==> config.mk <==
export PLATFORM = sky130hd
export DESIGN_NAME = rv32_bus_arbiter
export DESIGN_NICKNAME = d
export VERILOG_FILES = /design/src/rtl/rv32_bus_arbiter_pkg.sv /design/src/rtl/rv32_bus_arbiter.sv
export SDC_FILE = /design/constraint.sdc
export NUM_CORES = 1
export LEC_CHECK = 0
export CAP_MARGIN = 20
export CORE_AREA = 2 2 106 108
export DETAILED_ROUTE_END_ITERATION = 8
export DIE_AREA = 0 0 108 110
export GPL_ROUTABILITY_DRIVEN = 0
export PLACE_DENSITY_LB_ADDON = 0.25
export REMOVE_ABC_BUFFERS = 1
export SYNTH_ARGS = -nofsm -noshare
export SYNTH_HDL_FRONTEND = slang
export SYNTH_SLANG_ARGS = --single-unit
==> constraint.sdc <==
create_clock -name clk -period 2.3 [get_ports clk]
set_input_delay 0.23 -clock clk [delete_from_list [all_inputs] [get_ports clk]]
set_output_delay 0.23 -clock clk [all_outputs]
set_load 0.05 [all_outputs]
==> src/rtl/rv32_bus_arbiter_pkg.sv <==
// Shared definitions for the rv32 bus arbiter: FSM state encoding,
// bus field widths and a small saturating-counter helper.
package rv32_bus_arbiter_pkg;

  // Byte-lane write mask width of the external bus.
  localparam int RV32_BUS_MASK_W = 4;

  // Width of the fetch starvation counter; it holds STARVE_LIMIT up to 15.
  localparam int RV32_BUS_CNT_W = 4;

  // Arbiter ownership state. In IDLE the arbiter picks a winner in the
  // same cycle. In a BUSY state the named port owns the bus until it completes.
  typedef enum logic [1:0] {
    IDLE,
    BUSY_INSTR,
    BUSY_DATA
  } rv32_bus_arb_state_t;

  // Increment that saturates at the given limit.
  function automatic logic [RV32_BUS_CNT_W-1:0] sat_inc(
    input logic [RV32_BUS_CNT_W-1:0] value,
    input logic [RV32_BUS_CNT_W-1:0] limit
  );
    if (value >= limit) begin
      return limit;
    end
    return value + 1'b1;
  endfunction

endpackage

==> src/rtl/rv32_bus_arbiter.sv <==
// Two-port bus arbiter for the rv32 core. Fetch and load/store traffic
// share one external memory/peripheral bus. The data side normally wins.
// A starvation counter forces a fetch grant after STARVE_LIMIT consecutive
// data grants that were made while a fetch was waiting. A grant is held
// until the bus reports completion, either ready or ready together with fault.
module rv32_bus_arbiter
  import rv32_bus_arbiter_pkg::*;
#(
  parameter int STARVE_LIMIT = 4
) (
  input  logic                       clk,
  input  logic                       reset,

  input  logic                       instr_read_in,
  input  logic [31:0]                instr_address_in,
  output logic [31:0]                instr_read_value_out,
  output logic                       instr_ready_out,
  output logic                       instr_fault_out,

  input  logic                       data_read_in,
  input  logic [RV32_BUS_MASK_W-1:0] data_write_mask_in,
  input  logic [31:0]                data_address_in,
  input  logic [31:0]                data_write_value_in,
  output logic [31:0]                data_read_value_out,
  output logic                       data_ready_out,
  output logic                       data_fault_out,

  output logic [31:0]                bus_address_out,
  output logic                       bus_read_out,
  output logic [RV32_BUS_MASK_W-1:0] bus_write_mask_out,
  output logic [31:0]                bus_write_value_out,
  input  logic [31:0]                bus_read_value_in,
  input  logic                       bus_ready_in,
  input  logic                       bus_fault_in
);

  localparam logic [RV32_BUS_CNT_W-1:0] LIMIT = RV32_BUS_CNT_W'(STARVE_LIMIT);

  rv32_bus_arb_state_t       state;
  rv32_bus_arb_state_t       state_next;
  logic [RV32_BUS_CNT_W-1:0] starve_cnt;
  logic [RV32_BUS_CNT_W-1:0] starve_cnt_next;

  logic instr_req;
  logic data_req;
  logic starved;
  logic grant_instr;
  logic grant_data;
  logic sel_instr;
  logic sel_data;

  // A store is any nonzero byte mask. A load is the read strobe.
  assign instr_req = instr_read_in;
  assign data_req  = data_read_in | (|data_write_mask_in);

  // Pick a winner in IDLE and work out which port currently owns the bus payload.
  always_comb begin
    starved     = (starve_cnt == LIMIT) && instr_req;
    grant_instr = 1'b0;
    grant_data  = 1'b0;
    if (state == IDLE) begin
      if (starved) begin
        grant_instr = 1'b1;
      end else if (data_req) begin
        grant_data = 1'b1;
      end else if (instr_req) begin
        grant_instr = 1'b1;
      end
    end
    sel_instr = grant_instr || (state == BUSY_INSTR);
    sel_data  = grant_data  || (state == BUSY_DATA);
  end

  // Ownership transitions and starvation accounting at the start of each grant.
  always_comb begin
    state_next      = state;
    starve_cnt_next = starve_cnt;
    case (state)
      IDLE: begin
        if (grant_instr) begin
          starve_cnt_next = '0;
          if (!bus_ready_in) begin
            state_next = BUSY_INSTR;
          end
        end else if (grant_data) begin
          if (instr_req) begin
            starve_cnt_next = sat_inc(starve_cnt, LIMIT);
          end else begin
            starve_cnt_next = '0;
          end
          if (!bus_ready_in) begin
            state_next = BUSY_DATA;
          end
        end
      end
      BUSY_INSTR, BUSY_DATA: begin
        if (bus_ready_in) begin
          state_next = IDLE;
        end
      end
      default: begin
        state_next = IDLE;
      end
    endcase
  end

  // State and starvation counter registers. Reset also drops any transfer in flight.
  always_ff @(posedge clk) begin
    if (reset) begin
      state      <= IDLE;
      starve_cnt <= '0;
    end else begin
      state      <= state_next;
      starve_cnt <= starve_cnt_next;
    end
  end

  // Drive the owner's payload onto the bus and send the completion back to the owner only.
  always_comb begin
    instr_read_value_out = bus_read_value_in;
    data_read_value_out  = bus_read_value_in;
    bus_address_out      = '0;
    bus_read_out         = 1'b0;
    bus_write_mask_out   = '0;
    bus_write_value_out  = '0;
    instr_ready_out      = 1'b0;
    instr_fault_out      = 1'b0;
    data_ready_out       = 1'b0;
    data_fault_out       = 1'b0;

    if (sel_instr) begin
      bus_address_out = instr_address_in;
      bus_read_out    = 1'b1;
      instr_ready_out = bus_ready_in;
      instr_fault_out = bus_ready_in & bus_fault_in;
    end else if (sel_data) begin
      bus_address_out     = data_address_in;
      bus_read_out        = data_read_in;
      bus_write_mask_out  = data_write_mask_in;
      bus_write_value_out = data_write_value_in;
      data_ready_out      = bus_ready_in;
      data_fault_out      = bus_ready_in & bus_fault_in;
    end

    if (reset) begin
      bus_read_out       = 1'b0;
      bus_write_mask_out = '0;
      instr_ready_out    = 1'b0;
      instr_fault_out    = 1'b0;
      data_ready_out     = 1'b0;
      data_fault_out     = 1'b0;
    end
  end

  // A port that owns the bus must keep requesting until it sees its ready.
  instr_hold_a : assert property (@(posedge clk) disable iff (reset)
    (state == BUSY_INSTR) |-> instr_req)
    else $error("rv32_bus_arbiter: fetch request withdrawn while it owns the bus");

  data_hold_a : assert property (@(posedge clk) disable iff (reset)
    (state == BUSY_DATA) |-> data_req)
    else $error("rv32_bus_arbiter: data request withdrawn while it owns the bus");

endmodule

Yosys cells after proc, flatten, opt, wreduce, memory -nomap -nowiden
Index checks and enable logic that the tools add are counted.
{ "totals": {"reg_bits": 6, "in_bits": 138, "output_inout_bits": 137, "word_cells": 65} }
{ "classes": {"add_sub_neg": 1, "order_cmp": 1, "eq_ne": 7, "n_mux": 43, "bitwise": 2, "reduce_logical": 9} }
{ "ops": {"columns": ["operator", "n"], "rows": [
  ["$mux W32", 4],
  ["$mux W4", 8],
  ["$mux W1", 25],
  ["$mux W2", 5],
  ["$ne A3 B3 Y1 const B", 3],
  ["$add A4 B1 Y4 const B", 1],
  ["$eq A4 B3 Y1 const B", 1],
  ["$ge A4 B3 Y1 const B", 1],
  ["$pmux W2 S2", 1],
  ["$reduce_and A4 Y1", 1],
  ["$reduce_or A4 Y1", 1],
  ["$eq A2 B1 Y1 const B", 1],
  ["$eq A2 B2 Y1 const B", 1],
  ["$logic_not A2 Y1", 1],
  ["$logic_or A1 B1 Y1", 2],
  ["$ne A2 B2 Y1 const B", 1],
  ["$reduce_and A2 Y1", 1],
  ["$reduce_bool A2 Y1", 1],
  ["$reduce_or A2 Y1", 1],
  ["$and A1 B1 Y1", 1],
  ["$logic_and A1 B1 Y1", 1],
  ["$or A1 B1 Y1", 1]
]} }

Depth between registers and ports, before layout
Gate-level depths: netlist of run 1.
{ "depth": {"ltp_word": 12, "depth_mapped": 8, "mapped_depth_nobuf": 6} }

Worst setup path after synthesis of run 1
Ideal clock, no wire load.
{ "synth_timing": {"kind": "register -> output", "startpoint": "reg state[0]", "endpoint": "out instr_ready_out", "arrival_time_ps": 2150, "t_required_ps": 2070, "path_slack_ps": -80, "stages_incl_launch_ff": 7, "n_path_buf": 0, "path_cell_list": "dfxtp_1 -> inv_1 -> ha_1 -> and2_1 -> a32oi_1 -> nor2b_1 -> nor3b_1"} }
{ "synth_between": {"elab_chain_len": 5, "elab_cells_between_ends": 6, "classes_between": "eq/ne (1); mux (3); reduce/logical (2)"} }
{ "synth_lines": {"columns": ["item", "line", "rtl"], "rows": [
  ["start, declared", "rv32_bus_arbiter.sv:39", "rv32_bus_arb_state_t state;"],
  ["start signal, assigned", "rv32_bus_arbiter.sv:113", "state <= state_next;"],
  ["$logic_not A2 Y1", "rv32_bus_arbiter.sv:61", "if (state == IDLE) begin"],
  ["$mux W1", "rv32_bus_arbiter.sv:61", null],
  ["$logic_or A1 B1 Y1 *", "rv32_bus_arbiter.sv:70", "sel_instr = grant_instr || (state == BUSY_INSTR);"],
  ["$mux W1 *", "rv32_bus_arbiter.sv:131", "if (sel_instr) begin"],
  ["$mux W1 *", "rv32_bus_arbiter.sv:145", "if (reset) begin"],
  ["end, declared", "rv32_bus_arbiter.sv:17", "output logic instr_ready_out,"]
]} }
Every way passes the cells marked *; elsewhere a longest branch is shown, timed or not.

Final worst setup path of run 1
{ "layout_timing": {"startpoint": "reg starve_cnt[1]", "endpoint": "out bus_write_value_out[6]"} }
{ "layout_between": {"elab_chain_len": 7, "elab_cells_between_ends": 10, "classes_between": "eq/ne (1); mux (6); reduce/logical (3)"} }
{ "layout_lines": {"columns": ["item", "line", "rtl"], "rows": [
  ["start, declared", "rv32_bus_arbiter.sv:41", "logic [RV32_BUS_CNT_W-1:0] starve_cnt;"],
  ["start signal, assigned", "rv32_bus_arbiter.sv:114", "starve_cnt <= starve_cnt_next;"],
  ["$eq A4 B3 Y1 *", "rv32_bus_arbiter.sv:58", "starved = (starve_cnt == LIMIT) && instr_req;"],
  ["$logic_and A1 B1 Y1 *", "rv32_bus_arbiter.sv:58", null],
  ["$mux W1", "rv32_bus_arbiter.sv:62", "if (starved) begin"],
  ["$mux W1", "rv32_bus_arbiter.sv:61", null],
  ["$logic_or A1 B1 Y1", "rv32_bus_arbiter.sv:71", "sel_data = grant_data || (state == BUSY_DATA);"],
  ["$mux W32", "rv32_bus_arbiter.sv:136", "end else if (sel_data) begin"],
  ["$mux W32 *", "rv32_bus_arbiter.sv:131", null],
  ["end, declared", "rv32_bus_arbiter.sv:31", "output logic [31:0] bus_write_value_out,"]
]} }
Marked as above.

==> impl_metrics.tcl, run 1 <==
set metrics [dict create \
    fillers 1005 \
    dr.first_iter.drc_count 83 \
    drc_errors 0 \
    dp_hpwl_um 8530 \
    pwr-share-clk_pct 3.9 \
    synth_top_area_cell "buf_4" \
    path_cells "inv_2, ha_2, and4b_1, a211o_1, a21oi_4, buf_6, clkbuf_16, and2_4, buf_12" \
    drt_wl_total_um 11100 \
    p_int_uw 2240 \
    critPathLaunchType "flop" \
    yosysSeqAreaShare_pct 7.74 \
    coreArea_um2 10700 \
    synth_cell_types 31 \
    hold_buffers 0 \
    dieArea_um2 11900 \
    ys_warn_count 0 \
    grt_pass1_wl_um 13800 \
    num_vias 2091 \
    cts-root-buf "clkbuf_8" \
    clockBufferDepth 2 \
    switchingPower_uw 1870 \
    end_kind "primary output" \
    switching_share_pct 45.6 \
    max_stage_delay_ns 0.33 \
    die_x_um 108 \
    rsz0062_at_grt "true" \
    outcome "finished, violations left" \
    design_power_total_uw 4110 \
    htree_levels 1 \
    timing.final.crit_share_pct 101 \
    antenna_found_initial 0 \
    slowest_stage "dfxtp_2" \
    combPwrFrac_pct 93.0 \
    ys_top_cells_by_area "buf_4, a22o_1, and2_1, dfxtp_1, ha_1" \
    grt_pass1_vias 1970 \
    arrival_ns 2.09 \
    io_pins 275 \
    area_growth_pct 187 \
    min_period_ns 2.32 \
    pre_cts_ws_ns -0.00301 \
    die_y_um 110 \
    cts_tree "done" \
    grt_overflow 0 \
    setup_tns_ns -0.247 \
    vias_per_cell 4.40 \
    io_buffer_count 178 \
    maxSlewViolCount 0 \
    drive_gt1_share_pct 52.2 \
    grt_max_degree 23 \
    path_class "reg2out" \
    cts-buffers-inserted 3 \
    startpoint "starve_cnt[1]" \
    finalClockSkew_ns 0.00317 \
    avgRoutedWirePerCell_um 23.4 \
    syn_area_um2 1550 \
    fmax_ghz 0.431 \
    synthCells 197 \
    start_util_pct 14.5 \
    clkTransAtPathRegs_ns 0.03 \
    setup-violations-final 25 \
    yosysTopAreaCellShare_pct 32.9 \
    cellLeakagePower_uw 0.00192 \
    drt_first_pass_iters 4 \
    clock_latency_ns 0.23 \
    hp-class "in2out" \
    clock_sinks 6 \
    vdd_drop_max_uv 465 \
    seqPwrFrac_pct 3.1 \
    violations "negative setup slack" \
    r2r-start "starve_cnt[1]" \
    track_usage_pct 15.9 \
    path_max_fanout 8 \
    power.density_nw_per_um2 922 \
    final_nets 480 \
    cp.required_ns 2.07 \
    final_antenna_net_count 0 \
    syn_area_per_cell_um2 7.88 \
    hp-start "bus_read_value_in[19]" \
    relSlewSlack_pct 69.1 \
    rows 38 \
    finalHoldViolCount 0 \
    worst_slack_ns -0.0218 \
    drv_cap 0 \
    ys_ff_latch 6 \
    num_antenna_cells 0 \
    worst_slew_pin_slew_ns 0.462 \
]
[placed cells by master (no fill, tap or decap), types with 2 or more instances in the layout]
master           instances
buf_16                   2
buf_4                   15
ha_1                     3
clkdlybuf4s50_1        104
inv_1                    3
mux2i_1                  2
and2_4                  28
o21ai_0                  2
buf_12                  75
inv_2                    4
a22o_4                  21
a21oi_1                  2
clkbuf_16                5
dfxtp_1                  4
dfxtp_2                  2
and2_1                   5
clkbuf_8                 3
buf_6                    8
and3b_1                  4
mux2_2                   2
nor2_1                   4
a22o_1                  11
and4b_1                  3
[path summary, 6_finish.rpt]
path,endpoint,slack (ns),cells after the start
worst max-delay path,bus_write_value_out[6],-0.02,9
worst min-delay path,data_read_value_out[19],0.46,0
worst max register to register,starve_cnt[2],0.44,9
worst min register to register,starve_cnt[2],0.51,2
[sequential cells by signal (all words and copies together) (netlist names)]
signal      count
starve_cnt      4
state           2
[through the flow]
stage / hold WS, ns / utilization (%) / cell area, um2 / instances
2_1_floorplan: 0.302 / - / 983 / 121
3_3_place_gp: 0.461 / 35.4 / 3790 / 451
3_5_place_dp: 0.461 / 35.4 / 3790 / 451
4_1_cts: 0.461 / 37.6 / 4030 / 464
5_1_grt: 0.461 / 41.6 / 4450 / 475
6_report: 0.461 / 41.6 / 4450 / 475
[synthesized netlist by cell type, drive strengths merged]
library cell,count
buf,71
and2,33
and4b,3
and3b,5
a21oi,3
dfxtp,6
nor2b,1
nand2b,1
nor3b,2
o31ai,1
or2b,1
nor4,1
a22o,32
o21ai,3
mux2i,2
a32oi,1
ha,5
nor3,1
nor4b,1
inv,7
mux2,2
a41oi,1
clkbuf,5
nand3,1
a211o,1
nor2,5
nand4b,1
a221oi,1
[final cells by class]
| class | instances | area [um2] | share of cell area, % |
|---|---|---|---|
| multi-input combinational | 108 | 1130 | 25.5 |
| clock buffer | 3 | 41.3 | 0.927 |
| sequential | 6 | 123 | 2.75 |
| timing repair buffer | 211 | 2950 | 66.3 |
| inverter | 7 | 26.3 | 0.590 |
| tap | 140 | 175 | 3.93 |
[per-layer routing]
layer / track usage, % / share of wire [%] / vias up
met4: 2.66 / 0.77 / 4
met3: 12.8 / 17 / 14
li1: - / - / 902
met1: 18.1 / 36 / 1003
met5: 7.59 / 0.82 / -
met2: 22.9 / 45 / 168
[what timing repair did]
action | 4_1_cts | 5_1_grt
gates resized for setup | 21 | 58
pin swaps | 18 | 38
gates cloned | 3 | 6
setup endpoints to repair | 69 | 73
buffers inserted | 7 | 6
hold endpoints to repair | 0 | 0
[power groups by stage]
stage	sequential, uW	clock, uW	combinational (uW)
4_1_cts	125	163	3330
5_1_grt	126	172	3950
3_3_place_gp	125	0	3180
2_1_floorplan	124	0	1510
6_report	126	160	3820
3_5_place_dp	126	0	3190
[cell families after synthesis]
kind of cell	Yosys count	synth area share, %
flops	6	7.74
buf+inv	83	38.3
simple gates	56	23.7
compound gates	43	23.5
fa+ha+maj	5	4.03
mux	4	2.74
[worst max-delay path: cells and delay by family, from the launching register on]
kind / cells / cell delay, ns
flip-flops: 1 / 0.33
AND/OR/NAND/NOR: 2 / 0.35
adder cells (fa/ha/maj): 1 / 0.15
AO/OA/AOI/OAI: 2 / 0.52
buffers and inverters: 4 / 0.51
Power figures use the tool's default switching activity.
==> inputs of run 2 (changes only) <==
--- a/config.mk
+++ b/config.mk
@@ -6,9 +6,9 @@
 export NUM_CORES = 1
 export LEC_CHECK = 0
 export CAP_MARGIN = 20
-export CORE_AREA = 2 2 106 108
+export CORE_AREA = 3 3 104 106
 export DETAILED_ROUTE_END_ITERATION = 8
-export DIE_AREA = 0 0 108 110
+export DIE_AREA = 0 0 107 109
 export GPL_ROUTABILITY_DRIVEN = 0
 export PLACE_DENSITY_LB_ADDON = 0.25
 export REMOVE_ABC_BUFFERS = 1
==> run 2 against run 1 <==
- the run now ends clean
- power shrank 2.0%
- routed wire length grew 2.7%
- clock-buffer cell count is the same
- critical path depth is the same
- critical endpoint is now bus_address_out[10]
- largest power group unchanged
- highest routed layer is now met4
==> impl_metrics.tcl, run 2 (synthesis results as in run 1) <==
set metrics [dict create \
    outcome "finished clean" \
    worstRegToRegCells 8 \
    setup-violations-final 0 \
    switching_share_pct 46.2 \
    path_cells "inv_2, ha_4, and4b_1, a211o_1, a21oi_4, buf_12, buf_12, a22o_1, buf_12" \
    clkTransAtPathRegs_ns 0.03 \
    grt_pass1_vias 2052 \
    area_growth_pct 177 \
    die_y_um 109 \
    arrival_ns 2.06 \
    vias_per_cell 4.43 \
    reg2reg_slack_ns 0.43 \
    antenna_found_initial 0 \
    clockBufferDepth 2 \
    min_period_ns 2.29 \
    vdd_drop_max_uv 344 \
    cellLeakagePower_uw 0.00182 \
    rows 36 \
    worst_slew_pin_slew_ns 0.528 \
    worst_slack_ns 0.0149 \
    largest_reg_flops 4 \
    power.density_nw_per_um2 936 \
    grt_overflow 0 \
    drc_errors 0 \
    final_antenna_net_count 0 \
    relSlewSlack_pct 64.7 \
    dp_hpwl_um 9140 \
    cts-root-buf "clkbuf_8" \
    timing.final.crit_share_pct 99.4 \
    switchingPower_uw 1860 \
    rsz0062_at_grt "true" \
    seqPwrFrac_pct 3.1 \
    htree_levels 1 \
    r2r_end "starve_cnt[2]" \
    finalHoldViolCount 0 \
    finalClockSkew_ns 0.00112 \
    p_int_uw 2170 \
    final_cell_mix "clkdlybuf4s50_1, buf_12, and2_4, a22o_1, a22o_4" \
    path_max_fanout 19 \
    top_regs "starve_cnt: 4 flops, state: 2 flops" \
    drt_first_pass_iters 4 \
    combPwrFrac_pct 93.1 \
    r2r-start "starve_cnt[0]" \
    dr.first_iter.drc_count 107 \
    regMostFlops "starve_cnt" \
    end_kind "primary output" \
    avgRoutedWirePerCell_um 25.0 \
    holdPathEnd "data_read_value_out[14]" \
    cp.required_ns 2.07 \
    holdPathStages 0 \
    pre_cts_ws_ns -0.0644 \
    clock_sinks 6 \
    final_nets 469 \
    coreArea_um2 9860 \
    dieArea_um2 11700 \
    die_x_um 107 \
    track_usage_pct 17.9 \
    maxSlewViolCount 0 \
    drive_gt1_share_pct 48.8 \
    pwr-share-clk_pct 3.8 \
    num_antenna_cells 0 \
    whs_ns 0.461 \
    hold_buffers 0 \
    cts_tree "done" \
    max_stage_delay_ns 0.33 \
    critPathLaunchType "flop" \
    slowest_stage "dfxtp_2" \
    io_buffer_count 178 \
    cts-buffers-inserted 3 \
    final_common_cell "clkdlybuf4s50_1" \
    grt_pass1_wl_um 15200 \
    start_util_pct 15.7 \
    drt_wl_total_um 11400 \
    io_pins 275 \
    grt_max_degree 34 \
    drv_cap 0 \
    crit_top_cell "buf_12" \
    path_class "reg2out" \
    clock_latency_ns 0.22 \
    hp-class "in2out" \
    fmax_ghz 0.438 \
    num_vias 2023 \
    hp-start "bus_read_value_in[14]" \
]
## run 2: how the worst max path moves through the flow
| stage | startpoint | endpoint | slack, ns | depth (start not counted) |
|---|---|---|---|---|
| 2_1_floorplan | starve_cnt[0] | data_fault_out | -0.38 | 6 |
| 3_3_place_gp | data_read_in | data_fault_out | -0.08 | 8 |
| 3_5_place_dp | data_read_in | data_fault_out | -0.06 | 8 |
| 4_1_cts | starve_cnt[1] | bus_address_out[30] | -0.03 | 10 |
| 5_1_grt | starve_cnt[0] | bus_address_out[10] | -0.06 | 9 |
| 6_report | starve_cnt[0] | bus_address_out[10] | 0.01 | 9 |
## run 2: worst max-delay path, delay by kind of cell (launching register included)
family                   cells  cell delay, ns
AO/OA/AOI/OAI                3            0.65
adder cells (fa/ha/maj)      1            0.14
buffers and inverters        4            0.48
flip-flops                   1            0.33
AND/OR/NAND/NOR              1            0.20
## run 2: power by group through the flow
stage | sequential (uW) | combinational [uW] | clock (uW)
3_3_place_gp | 125 | 3220 | 0
6_report | 126 | 3750 | 152
2_1_floorplan | 124 | 1510 | 0
4_1_cts | 125 | 3640 | 159
5_1_grt | 126 | 3870 | 165
3_5_place_dp | 126 | 3230 | 0
## run 2: repair_timing
item	in CTS	in global routing
pin swaps	14	18
resized for setup	36	36
endpoints found under the setup margin	72	73
setup buffers	7	0
gates cloned	4	3
hold endpoints to repair	0	0
## run 2: layer usage
| layer | part of all wire (%) | GRT usage (%) |
|---|---|---|
| met5 | 0 | 6.70 |
| met4 | 1.1 | 3.84 |
| met3 | 14 | 11.8 |
| met2 | 47 | 27.1 |
| met1 | 38 | 20.7 |
## run 2: cell type report
type	instances	area, um2
fill	877	5560
timing repair buffer	200	2850
multi-input combinational	108	1090
tap	133	166
sequential	6	123
clock buffer	3	41.3
inverter	7	26.3
## run 2: per-stage QoR
| step | cell area, um2 | TNS [ns] | power, uW | util (%) | instances |
|---|---|---|---|---|---|
| after floorplan | 983 | -22.00 | 1630 | - | 121 |
| after global placement | 3770 | -2.35 | 3340 | 38.3 | 442 |
| after detailed placement | 3770 | -1.50 | 3350 | 38.3 | 442 |
| after CTS | 4070 | -0.142 | 3920 | 41.3 | 455 |
| after global routing | 4300 | -1.55 | 4160 | 43.6 | 457 |
| final | 4300 | 0 | 4030 | 43.6 | 457 |
==> inputs of run 3 (changes only) <==
--- a/config.mk
+++ b/config.mk
@@ -7,11 +7,11 @@
 export LEC_CHECK = 0
 export CAP_MARGIN = 20
 export CORE_AREA = 3 3 104 106
+export CTS_CLUSTER_SIZE = 25
 export DETAILED_ROUTE_END_ITERATION = 8
 export DIE_AREA = 0 0 107 109
 export GPL_ROUTABILITY_DRIVEN = 0
 export PLACE_DENSITY_LB_ADDON = 0.25
-export REMOVE_ABC_BUFFERS = 1
 export SYNTH_ARGS = -nofsm -noshare
 export SYNTH_HDL_FRONTEND = slang
 export SYNTH_SLANG_ARGS = --single-unit
==> run 3 against run 2 <==
- the run now ends with negative setup slack left
- routed wire length is 25% lower
- non-clock buffer count is 2 higher
- clock-buffer cell count stayed put
- critical path depth is 1 higher
- highest routed layer is now met5
- clock skew hardly changed
- sequential power hardly changed
==> impl_metrics.tcl, run 3 (synthesis results as in run 1) <==
set metrics [dict create \
    cp.required_ns 2.07 \
    worstRegToRegCells 8 \
    final_nets 471 \
    r2r-start "starve_cnt[1]" \
    setup_tns_ns -0.0306 \
    clkTransAtPathRegs_ns 0.03 \
    fillers 904 \
    rsz0062_at_grt "true" \
    io_pins 275 \
    instances_no_fill 459 \
    clockBufferDepth 2 \
    top_regs "starve_cnt: 4 flops, state: 2 flops" \
    regMostFlops "starve_cnt" \
    drive_gt1_share_pct 46.6 \
    io_buffer_count 178 \
    outcome "finished, violations left" \
    final_common_cell "clkdlybuf4s50_1" \
    fmax_ghz 0.433 \
    finalHoldViolCount 0 \
    grt_pass1_vias 1867 \
    critPathLaunchType "flop" \
    die_y_um 109 \
    holdPathStages 0 \
    vias_per_cell 4.03 \
    drt_wl_total_um 8520 \
    syn_nets 340 \
    hold_buffers 0 \
    rows 36 \
    setup-violations-final 4 \
    maxSlewViolCount 0 \
    track_usage_pct 12.0 \
    cts-root-buf "clkbuf_8" \
    grt_max_degree 30 \
    min_period_ns 2.31 \
    worst_slew_pin_slew_ns 0.472 \
    drc_errors 0 \
    seq_area_um2 125 \
    coreArea_um2 9860 \
    reg2reg_slack_ns 0.47 \
    holdPathEnd "data_read_value_out[18]" \
    die_x_um 107 \
    antenna_found_initial 1 \
    dp_cells 441 \
    path_max_fanout 5 \
    arrival_ns 2.08 \
    avgRoutedWirePerCell_um 18.6 \
    cts_tree "done" \
    cts-buffers-inserted 3 \
    cellLeakagePower_uw 0.00180 \
    violations "negative setup slack" \
    grt_overflow 0 \
    clock_sinks 6 \
    grt_pass1_wl_um 11000 \
    drt_first_pass_iters 4 \
    hp-start "bus_read_value_in[18]" \
    whs_ns 0.460 \
    timing.final.crit_share_pct 100 \
    end_kind "primary output" \
    r2r_end "starve_cnt[2]" \
    design_power_total_uw 3940 \
    largest_reg_flops 4 \
    num_vias 1852 \
    path_class "reg2out" \
    finalClockSkew_ns 0.00141 \
    final_cell_mix "clkdlybuf4s50_1, buf_12, a22o_1, and2_1, and2_4" \
    drv_cap 0 \
    power.density_nw_per_um2 917 \
    multi_input_area_um2 1060 \
    clock_latency_ns 0.22 \
    vdd_drop_max_uv 379 \
    start_util_pct 15.7 \
    finish.utilization_pct 43.5 \
    dr.first_iter.drc_count 26 \
    htree_levels 1 \
    dp_hpwl_um 6700 \
    area_growth_pct 177 \
    relSlewSlack_pct 68.5 \
    hp-class "in2out" \
    num_antenna_cells 0 \
    worst_slack_ns -0.0112 \
    final_antenna_net_count 0 \
    dieArea_um2 11700 \
]
## run 3: cell types whose count changed in the layout (fill, tap and decap cells not counted), moves of 2 or more
cell             before  now
and2_1                7   17
and2_4               26   16
and3b_1               0    3
and3b_2               5    2
a22o_1               20   18
a22o_4               12   14
buf_4                 8   10
clkbuf_16             2    4
clkdlybuf4s50_1     103  105
dfxtp_1               4    2
dfxtp_2               2    4
## run 3: layer usage
metal,GRT usage (%),vias to the layer above,part of all wire (%)
met3,5.09,4,10
met1,13.1,846,36
met4,1.55,2,0.16
met5,0,-,0.15
met2,22.3,118,53
li1,-,882,-
## run 3: repair_timing
action                                  4_1_cts  5_1_grt
resized for setup                            24       37
buffers inserted                              3        5
gates cloned                                  2        5
endpoints found under the setup margin       71       72
pin swaps                                     7       15
## run 3: layout make-up
type	instances	area share, %
Clock buffer	3	0.962
Inverter	7	0.612
Multi-Input combinational cell	108	24.7
Sequential cell	6	2.91
Tap cell	133	3.88
Timing Repair Buffer	202	66.9
## run 3: worst max-delay path by stage
stage | start | end | slack [ns] | cells past startpoint
after global routing | starve_cnt[1] | data_fault_out | -0.07 | 9
final | starve_cnt[1] | bus_address_out[4] | -0.01 | 10
after detailed placement | instr_read_in | bus_write_mask_out[0] | -0.01 | 7
after floorplan | starve_cnt[0] | data_fault_out | 0.16 | 7
after CTS | starve_cnt[1] | bus_write_value_out[25] | -0.05 | 9
after global placement | instr_read_in | bus_write_mask_out[1] | 0.01 | 7
## run 3: report_power, final
group | internal (uW) | total [uW] | switching (uW)
clock | 112 | 156 | 43.5
sequential | 119 | 128 | 8.71
combinational | 1890 | 3650 | 1770
total | 2120 | 3940 | 1820
## run 3: critical path, stage by stage, from the launching register on
cell     delay, ns
dfxtp_2       0.34
inv_2         0.03
ha_2          0.15
and4b_1       0.20
a211o_1       0.27
a21oi_4       0.15
buf_12        0.15
buf_12        0.13
buf_16        0.11
a22o_1        0.18
buf_12        0.14
## run 3: through the flow
step	area, um2	worst slack, ns
final	4290	-0.0112
after floorplan	1560	0.156
after global routing	4290	-0.0725
after CTS	3930	-0.0511
after detailed placement	3760	-0.0105
after global placement	3760	0.0112
